==> config.mk <==
export PLATFORM = sky130hd
export DESIGN_NAME = mem_stage_flat
export DESIGN_NICKNAME = d
export VERILOG_FILES = /design/src/rtl/mem_stage_pkg.sv /design/src/rtl/mem_stage_if.sv /design/src/rtl/mem_stage_sram_access_ctrl.sv /design/src/rtl/mem_stage.sv /design/src/flat_wrapper.sv
export SDC_FILE = /design/constraint.sdc
export NUM_CORES = 1
export LEC_CHECK = 0
export CELL_PAD_IN_SITES_DETAIL_PLACEMENT = 1
export CELL_PAD_IN_SITES_GLOBAL_PLACEMENT = 1
export CORE_MARGIN = 1.5
export CORE_UTILIZATION = 34
export CTS_CLUSTER_DIAMETER = 30
export CTS_CLUSTER_SIZE = 30
export DETAILED_ROUTE_END_ITERATION = 6
export PLACE_DENSITY = 0.82
export SLEW_MARGIN = 20
export SYNTH_ARGS = -nofsm -noshare
export SYNTH_HDL_FRONTEND = slang
export SYNTH_SLANG_ARGS = --single-unit
==> constraint.sdc <==
create_clock -name clk -period 4 [get_ports clk]
set_input_delay 0.8 -clock clk [delete_from_list [all_inputs] [get_ports clk]]
set_output_delay 0.8 -clock clk [all_outputs]
set_load 0.02 [all_outputs]
==> src/rtl/mem_stage_pkg.sv <==
// Shared types for the memory stage: access FSM states, default SRAM base, MEM/WB bundle.
// Used by mem_stage and sram_access_ctrl.
package mem_stage_pkg;

  typedef enum logic [1:0] {
    IDLE   = 2'd0,
    ACCESS = 2'd1,
    DONE   = 2'd2
  } state_t;

  localparam logic [31:0] ADDR_BASE_DEF = 32'd1024;

  typedef struct packed {
    logic        wb_en;
    logic        mem_r_en;
    logic [31:0] alu_res;
    logic [31:0] mem_data;
    logic [3:0]  dest;
  } mem_wb_t;

  // Byte address relative to the SRAM window, expressed in 32-bit words.
  function automatic logic [31:0] byte_to_word(input logic [31:0] byte_addr,
                                               input logic [31:0] base);
    return (byte_addr - base) >> 2;
  endfunction

endpackage

==> src/rtl/mem_stage_if.sv <==
// SRAM bus between the memory stage (master) and the fixed-latency word SRAM (slave).
interface mem_stage_if #(
  parameter int ADDR_W = 16
);
  logic [ADDR_W-1:0] sram_addr;
  logic [31:0]       sram_wdata;
  logic              sram_we;
  logic              sram_re;
  logic [31:0]       sram_rdata;

  modport master (
    output sram_addr,
    output sram_wdata,
    output sram_we,
    output sram_re,
    input  sram_rdata
  );

  modport slave (
    input  sram_addr,
    input  sram_wdata,
    input  sram_we,
    input  sram_re,
    output sram_rdata
  );
endinterface

==> src/rtl/mem_stage_sram_access_ctrl.sv <==
// Fixed-latency SRAM access sequencer: IDLE -> ACCESS (SRAM_WAIT cycles) -> DONE.
// Latches address/data/direction on launch, drives strobes and captures read data on the last cycle.
module sram_access_ctrl
  import mem_stage_pkg::*;
#(
  parameter int ADDR_W    = 16,
  parameter int SRAM_WAIT = 5
) (
  input  logic              clk,
  input  logic              rst,
  input  logic              req,
  input  logic              is_store,
  input  logic [ADDR_W-1:0] word_addr,
  input  logic [31:0]       wdata,
  output logic              freeze,
  output logic              done,
  output logic [31:0]       rd_data,
  output logic [ADDR_W-1:0] sram_addr,
  output logic [31:0]       sram_wdata,
  output logic              sram_we,
  output logic              sram_re,
  input  logic [31:0]       sram_rdata
);

  localparam int CNT_W = (SRAM_WAIT > 1) ? $clog2(SRAM_WAIT) : 1;
  localparam logic [CNT_W-1:0] CNT_LAST = CNT_W'(SRAM_WAIT - 1);

  state_t            state_r;
  state_t            state_s;
  logic [CNT_W-1:0]  cnt_r;
  logic              store_r;
  logic [ADDR_W-1:0] addr_r;
  logic [31:0]       wdata_r;
  logic [31:0]       rdata_r;
  logic              last_s;

  assign last_s = (cnt_r == CNT_LAST);

  // State register.
  always_ff @(posedge clk) begin
    if (rst) begin
      state_r <= IDLE;
    end else begin
      state_r <= state_s;
    end
  end

  // Next-state logic.
  always_comb begin
    state_s = state_r;
    case (state_r)
      IDLE: begin
        if (req) state_s = ACCESS;
        else     state_s = IDLE;
      end
      ACCESS: begin
        if (last_s) state_s = DONE;
        else        state_s = ACCESS;
      end
      DONE:    state_s = IDLE;
      default: state_s = IDLE;
    endcase
  end

  // Wait counter, launch-time latches and read-data capture.
  always_ff @(posedge clk) begin
    if (rst) begin
      cnt_r   <= '0;
      store_r <= 1'b0;
      addr_r  <= '0;
      wdata_r <= 32'd0;
      rdata_r <= 32'd0;
    end else begin
      case (state_r)
        IDLE: begin
          if (req) begin
            cnt_r   <= '0;
            store_r <= is_store;
            addr_r  <= word_addr;
            wdata_r <= wdata;
          end
        end
        ACCESS: begin
          cnt_r <= cnt_r + CNT_W'(1);
          // A store (including load+store) reports zero as its memory data.
          if (last_s) rdata_r <= store_r ? 32'd0 : sram_rdata;
        end
        default: ;
      endcase
    end
  end

  // Stall and strobe decode; freeze is masked while reset is held.
  always_comb begin
    freeze  = 1'b0;
    done    = 1'b0;
    sram_we = 1'b0;
    sram_re = 1'b0;
    case (state_r)
      IDLE: begin
        if (req && !rst) freeze = 1'b1;
        else             freeze = 1'b0;
      end
      ACCESS: begin
        freeze  = !rst;
        sram_we = store_r;
        sram_re = !store_r;
      end
      DONE:    done = 1'b1;
      default: ;
    endcase
  end

  assign rd_data    = rdata_r;
  assign sram_addr  = addr_r;
  assign sram_wdata = wdata_r;

endmodule

==> src/rtl/mem_stage.sv <==
// Memory pipeline stage: byte->word address translation, SRAM access via sram_access_ctrl, MEM/WB register.
// Optional one-entry read cache enabled by defining MEM_STAGE_WORD_CACHE_EN.
module mem_stage
  import mem_stage_pkg::*;
#(
  parameter int          ADDR_W    = 16,
  parameter int          SRAM_WAIT = 5,
  parameter logic [31:0] ADDR_BASE = ADDR_BASE_DEF
) (
  input  logic         clk,
  input  logic         rst,
  input  logic         WB_EN_In,
  input  logic         MEM_R_EN_In,
  input  logic         MEM_W_EN_In,
  input  logic [31:0]  ALU_Res_In,
  input  logic [31:0]  Val_Rm_In,
  input  logic [3:0]   Dest_In,
  output logic         freeze,
  mem_stage_if.master  sram,
  output logic         WB_EN_Out,
  output logic         MEM_R_EN_Out,
  output logic [31:0]  ALU_Res_Out,
  output logic [31:0]  Mem_Data_Out,
  output logic [3:0]   Dest_Out
);

  logic [ADDR_W-1:0] word_addr_s;
  logic              mem_req_s;
  logic              is_load_s;
  logic              ctrl_req_s;
  logic              hit_s;
  logic [31:0]       hit_data_s;
  logic              freeze_s;
  logic              done_s;
  logic [31:0]       rd_data_s;
  mem_wb_t           mem_wb_r;
  mem_wb_t           mem_wb_s;

  // Out-of-window addresses simply wrap into the SRAM word space.
  assign word_addr_s = ADDR_W'(byte_to_word(ALU_Res_In, ADDR_BASE));
  assign mem_req_s   = MEM_R_EN_In | MEM_W_EN_In;
  assign is_load_s   = MEM_R_EN_In & ~MEM_W_EN_In;
  assign ctrl_req_s  = mem_req_s & ~hit_s;

`ifdef MEM_STAGE_WORD_CACHE_EN
  logic              cache_valid_r;
  logic [ADDR_W-1:0] cache_addr_r;
  logic [31:0]       cache_data_r;
  logic              cache_match_s;

  assign cache_match_s = cache_valid_r && (cache_addr_r == word_addr_s);
  assign hit_s         = is_load_s & cache_match_s;
  assign hit_data_s    = cache_data_r;

  // Cache entry: filled by a load miss, kept coherent by stores to the same word.
  always_ff @(posedge clk) begin
    if (rst) begin
      cache_valid_r <= 1'b0;
      cache_addr_r  <= '0;
      cache_data_r  <= 32'd0;
    end else if (done_s) begin
      if (is_load_s) begin
        cache_valid_r <= 1'b1;
        cache_addr_r  <= word_addr_s;
        cache_data_r  <= rd_data_s;
      end else if (MEM_W_EN_In && cache_match_s) begin
        cache_data_r  <= Val_Rm_In;
      end
    end
  end
`else
  assign hit_s      = 1'b0;
  assign hit_data_s = 32'd0;
`endif

  sram_access_ctrl #(
    .ADDR_W    (ADDR_W),
    .SRAM_WAIT (SRAM_WAIT)
  ) u_ctrl (
    .clk        (clk),
    .rst        (rst),
    .req        (ctrl_req_s),
    .is_store   (MEM_W_EN_In),
    .word_addr  (word_addr_s),
    .wdata      (Val_Rm_In),
    .freeze     (freeze_s),
    .done       (done_s),
    .rd_data    (rd_data_s),
    .sram_addr  (sram.sram_addr),
    .sram_wdata (sram.sram_wdata),
    .sram_we    (sram.sram_we),
    .sram_re    (sram.sram_re),
    .sram_rdata (sram.sram_rdata)
  );

  assign freeze = freeze_s;

  // MEM/WB next value: a bubble while stalled so the instruction writes back exactly once.
  always_comb begin
    mem_wb_s = mem_wb_r;
    if (freeze_s) begin
      mem_wb_s.wb_en    = 1'b0;
      mem_wb_s.mem_r_en = 1'b0;
    end else begin
      mem_wb_s.wb_en    = WB_EN_In;
      mem_wb_s.mem_r_en = is_load_s;
      mem_wb_s.alu_res  = ALU_Res_In;
      mem_wb_s.dest     = Dest_In;
      if (done_s)     mem_wb_s.mem_data = rd_data_s;
      else if (hit_s) mem_wb_s.mem_data = hit_data_s;
      else            mem_wb_s.mem_data = 32'd0;
    end
  end

  // MEM/WB pipeline register.
  always_ff @(posedge clk) begin
    if (rst) begin
      mem_wb_r <= '0;
    end else begin
      mem_wb_r <= mem_wb_s;
    end
  end

  assign WB_EN_Out    = mem_wb_r.wb_en;
  assign MEM_R_EN_Out = mem_wb_r.mem_r_en;
  assign ALU_Res_Out  = mem_wb_r.alu_res;
  assign Mem_Data_Out = mem_wb_r.mem_data;
  assign Dest_Out     = mem_wb_r.dest;

endmodule

==> src/flat_wrapper.sv <==
// flat-port wrapper written by rule: the top's interface ports become plain ports
module mem_stage_flat import mem_stage_pkg::*;
#(
  parameter int          ADDR_W    = 16,
  parameter int          SRAM_WAIT = 5,
  parameter logic [31:0] ADDR_BASE = ADDR_BASE_DEF
)
  (clk, rst, WB_EN_In, MEM_R_EN_In, MEM_W_EN_In, ALU_Res_In, Val_Rm_In, Dest_In, freeze, WB_EN_Out, MEM_R_EN_Out, ALU_Res_Out, Mem_Data_Out, Dest_Out, sram_sram_addr, sram_sram_wdata, sram_sram_we, sram_sram_re, sram_sram_rdata);
  mem_stage_if #(.ADDR_W(ADDR_W)) sram_i ();
  input  logic clk;
  input  logic rst;
  input  logic WB_EN_In;
  input  logic MEM_R_EN_In;
  input  logic MEM_W_EN_In;
  input  logic [31:0] ALU_Res_In;
  input  logic [31:0] Val_Rm_In;
  input  logic [3:0] Dest_In;
  output logic freeze;
  output logic WB_EN_Out;
  output logic MEM_R_EN_Out;
  output logic [31:0] ALU_Res_Out;
  output logic [31:0] Mem_Data_Out;
  output logic [3:0] Dest_Out;
  output wire logic [$bits(sram_i.sram_addr)-1:0] sram_sram_addr;
  output wire logic [$bits(sram_i.sram_wdata)-1:0] sram_sram_wdata;
  output wire logic [$bits(sram_i.sram_we)-1:0] sram_sram_we;
  output wire logic [$bits(sram_i.sram_re)-1:0] sram_sram_re;
  input wire logic [$bits(sram_i.sram_rdata)-1:0] sram_sram_rdata;
  assign sram_sram_addr = sram_i.sram_addr;
  assign sram_sram_wdata = sram_i.sram_wdata;
  assign sram_sram_we = sram_i.sram_we;
  assign sram_sram_re = sram_i.sram_re;
  assign sram_i.sram_rdata = sram_sram_rdata;
  mem_stage #(.ADDR_W(ADDR_W), .SRAM_WAIT(SRAM_WAIT), .ADDR_BASE(ADDR_BASE)) u_core (.clk(clk), .rst(rst), .WB_EN_In(WB_EN_In), .MEM_R_EN_In(MEM_R_EN_In), .MEM_W_EN_In(MEM_W_EN_In), .ALU_Res_In(ALU_Res_In), .Val_Rm_In(Val_Rm_In), .Dest_In(Dest_In), .freeze(freeze), .sram(sram_i), .WB_EN_Out(WB_EN_Out), .MEM_R_EN_Out(MEM_R_EN_Out), .ALU_Res_Out(ALU_Res_Out), .Mem_Data_Out(Mem_Data_Out), .Dest_Out(Dest_Out));
endmodule
==> run_results.csv <==
group,metric,value,unit
clock_network,cts_resized,0,
sta,relSlewSlack,31.6,%
synthesis,synth.most_common_cell,"dfxtp_1",
floorplan,die-height,130,µm
synthesis,ys_seq_area_share,56.6,%
grt,grtUsageTotal,22.4,%
critical_path,cp_data_required_time,3200,ps
sta,finalCriticalPeriod,3320,ps
placement,gp_congestion,0.734,
routing,antenna_left,0,
worst_hold_path,hold_class,"reg -> reg",
power_and_ir_drop,combPwrFrac,13.8,%
final_layout,diodes,0,
synthesis,synth_edf_count,0,
sta,skew,8.40,ps
critical_path,end_kind,"primary output",
floorplan,num_rows,46,
routing,num_vias,5234,
routing,drt_iter0_drc,225,
critical_path,endpoint,"freeze",
floorplan,core-area,0.0159,mm²
sta,fin_setup_tns,0,ps
final_layout,layout.nets,873,
synthesis,yosysWarnings,0,
synthesis,synth-main-ff-cell,"dfxtp_1",
sta,timing_hold_violations_final,0,
sta,rsz0062_at_grt,"false",
grt,grt_overflow,0,
synthesis,yosysTopAreaCellShare,56.6,%
synthesis,synth_top_cells_by_count,"156 x dfxtp_1, 84 x a21oi_1, 68 x a22o_1, 41 x clkbuf_1, 40 x nand3_1",
power_and_ir_drop,p_switching,0.930,mW
clock_network,root_buffer,"clkbuf_16",
critical_path,ff2ff_setup_slack,1920,ps
floorplan,initial_core_util,34.7,%
final_layout,drive_gt1_share,6.04,%
floorplan,die_x,130,µm
critical_path,rr_worst_depth,4,
routing,routed_wirelength,19000,µm
clock_network,postCtsSetupBuffers,0,
clock_network,path_clk_slew,60,ps
sta,max_freq,301,MHz
critical_path,critical_path_class,"in -> out",
grt,grt_max_degree,90,
placement,dpl.hpwl,12600,µm
synthesis,syn_area,0.00552,mm²
grt,grt_pass1_wl,29200,µm
critical_path,worstReg2RegEnd,"u_core.u_ctrl.sram_wdata[1]$_SDFFE_PP0P_",
synthesis,synth.distinct_cells,35,
clock_network,clock-sinks,156,
routing,drc,0,
final_layout,syn_to_final_growth,53.2,%
power_and_ir_drop,power.density,431,mW/mm²
clock_network,clock_latency,420,ps
synthesis,synth_area_leaders,"dfxtp_1 57%, a22o_1 11%, a21oi_1 7.6%, nand3b_1 4.5%, nand3_1 3.6%",
sta,slew_violations,0,
clock_network,cts_made_buffers,17,
power_and_ir_drop,p_leak,3.02,nW
power_and_ir_drop,ir_worst_vdd,0.293,mV
critical_path,cp.arrival,2520,ps
synthesis,ys_async_sr_fraction,0,%
power_and_ir_drop,clock_power_share,40.9,%
grt,grt_pass1_vias,5588,
power_and_ir_drop,intPower,2.71,mW
synthesis,syn_area_per_cell,9.73,µm²
grt,antenna_found_initial,1,
placement,port_buffers,225,
flow_run,maxCapViolCount,0,
power_and_ir_drop,netSwitchingFraction,25.5,%
synthesis,synth_area_leader_cell,"dfxtp_1",
clock_network,cts_hold_buf,0,
clock_network,htreeDepth,4,
sta,tightest_slew,1030,ps
outcome,status,"finished, final reports clean",
floorplan,fp.dieArea,0.0170,mm²
critical_path,critPathLaunch,"MEM_W_EN_In",
routing,wl_per_cell,19.2,µm
routing,routed_via_density,5.27,
routing,dr.pass1.iters,4,
sta,setup_viol,0,
critical_path,worstReg2RegStart,"u_core.u_ctrl.state_r[1]$_SDFF_PP0_",
synthesis,syn-num-nets,675,
clock_network,cts_tree,"yes",
floorplan,ioPinCount,226,
synthesis,synthCells,567,
critical_path,startpoint_type,"primary input",
critical_path,path_max_fanout,5,
sta,finalCritPeriodShare,83.1,%
clock_network,clockBufferDepth,2,
synthesis,ys_ff_latch,156,
sta,hold_slack,454,ps
power_and_ir_drop,seq_power_share,45.3,%
## worst max-delay path, stage by stage
cell and delay [ps]:
clkdlybuf4s50_1 610, nor3_2 120, nor3_2 300, clkdlybuf4s50_1 680
## worst min-delay path by stage
stage / startpoint / endpoint / slack [ps] / cells past startpoint
2_1_floorplan: u_core.u_ctrl.rd_data[0]$_SDFFE_PP0P_ / u_core.u_ctrl.rd_data[0]$_SDFFE_PP0P_ / 430 / 2
3_5_place_dp: u_core.u_ctrl.rd_data[6]$_SDFFE_PP0P_ / u_core.u_ctrl.rd_data[6]$_SDFFE_PP0P_ / 450 / 2
6_report: u_core.u_ctrl.rd_data[15]$_SDFFE_PP0P_ / u_core.u_ctrl.rd_data[15]$_SDFFE_PP0P_ / 450 / 2
3_3_place_gp: u_core.u_ctrl.rd_data[1]$_SDFFE_PP0P_ / u_core.u_ctrl.rd_data[1]$_SDFFE_PP0P_ / 440 / 2
4_1_cts: u_core.u_ctrl.rd_data[22]$_SDFFE_PP0P_ / u_core.u_ctrl.rd_data[22]$_SDFFE_PP0P_ / 460 / 2
5_1_grt: u_core.u_ctrl.rd_data[26]$_SDFFE_PP0P_ / u_core.u_ctrl.rd_data[26]$_SDFFE_PP0P_ / 480 / 2
## cell type report
cell class / count / area (µm²)
Multi-Input combinational cell: 350 / 2170
Tap cell: 216 / 270
Fill cell: 1770 / 7430
Clock buffer: 21 / 440
Clock inverter: 11 / 96.3
Sequential cell: 156 / 3120
Timing Repair Buffer: 235 / 2330
Inverter: 5 / 18.8
## layer usage
metal	vias to the layer above	wire [µm]	global-route usage, %
li1	2451	-	-
met1	2571	7870	24.9
met2	179	9390	39.4
met3	33	1370	7.45
met4	0	416	8.92
met5	-	0	0
## state kept, by name, indices dropped and copies added (netlist names)
register	cells
u_core.Dest_Out	4
u_core.u_ctrl.cnt_r	3
u_core.u_ctrl.sram_wdata	32
u_core.MEM_R_EN_Out	1
u_core.u_ctrl.state_r	2
u_core.u_ctrl.store_r	1
u_core.u_ctrl.rd_data	32
u_core.ALU_Res_Out	32
u_core.u_ctrl.sram_addr	16
u_core.Mem_Data_Out	32
u_core.WB_EN_Out	1
## power groups by stage
stage	sequential (mW)	combinational (mW)	clock, mW
after floorplan	1.74	0.157	0
after global placement	1.68	0.486	0
after detailed placement	1.68	0.500	0
after CTS	1.65	0.503	1.52
after global routing	1.65	0.536	1.59
final	1.65	0.503	1.49
## layout by cell type (no fill, tap or decap), types with 2 or more instances in the layout
master / n
a211oi_1: 3
or2_2: 2
buf_4: 9
a22o_1: 68
o21ai_0: 16
a21oi_1: 84
clkinv_2: 4
a311oi_1: 5
nor2_4: 2
nor2_1: 3
nand2b_1: 2
clkdlybuf4s50_1: 224
nor3_2: 3
nand3_1: 40
o21ai_1: 30
or3_1: 4
clkinvlp_4: 5
o31ai_1: 2
dfxtp_1: 156
and2_1: 2
ha_1: 3
nor2b_1: 3
clkbuf_1: 4
nand3b_1: 33
nand2_1: 36
clkbuf_16: 17
inv_1: 4
## per-stage QoR
stage	instance area [µm²]	setup WS (ps)	util [%]	total power, mW	cells
detailed placement	7900	667	49.7	2.18	961
finish	8450	678	53.2	3.64	994
CTS	8430	653	53.1	3.68	993
global placement	7900	694	49.7	2.16	961
floorplan	5520	1570	-	1.90	567
global route	8450	588	53.2	3.78	994
## logic make-up after synthesis
logic type / after synthesis / synth area share, %
adders and majority gates: 3 / 0.680
and+or+nand+nor: 136 / 13.7
buffers and inverters: 61 / 4.51
DFF: 156 / 56.6
AOI/OAI and AO/OA: 210 / 24.4
xor gates and xnor gates: 1 / 0.159
(Power assumes the default switching activity.)
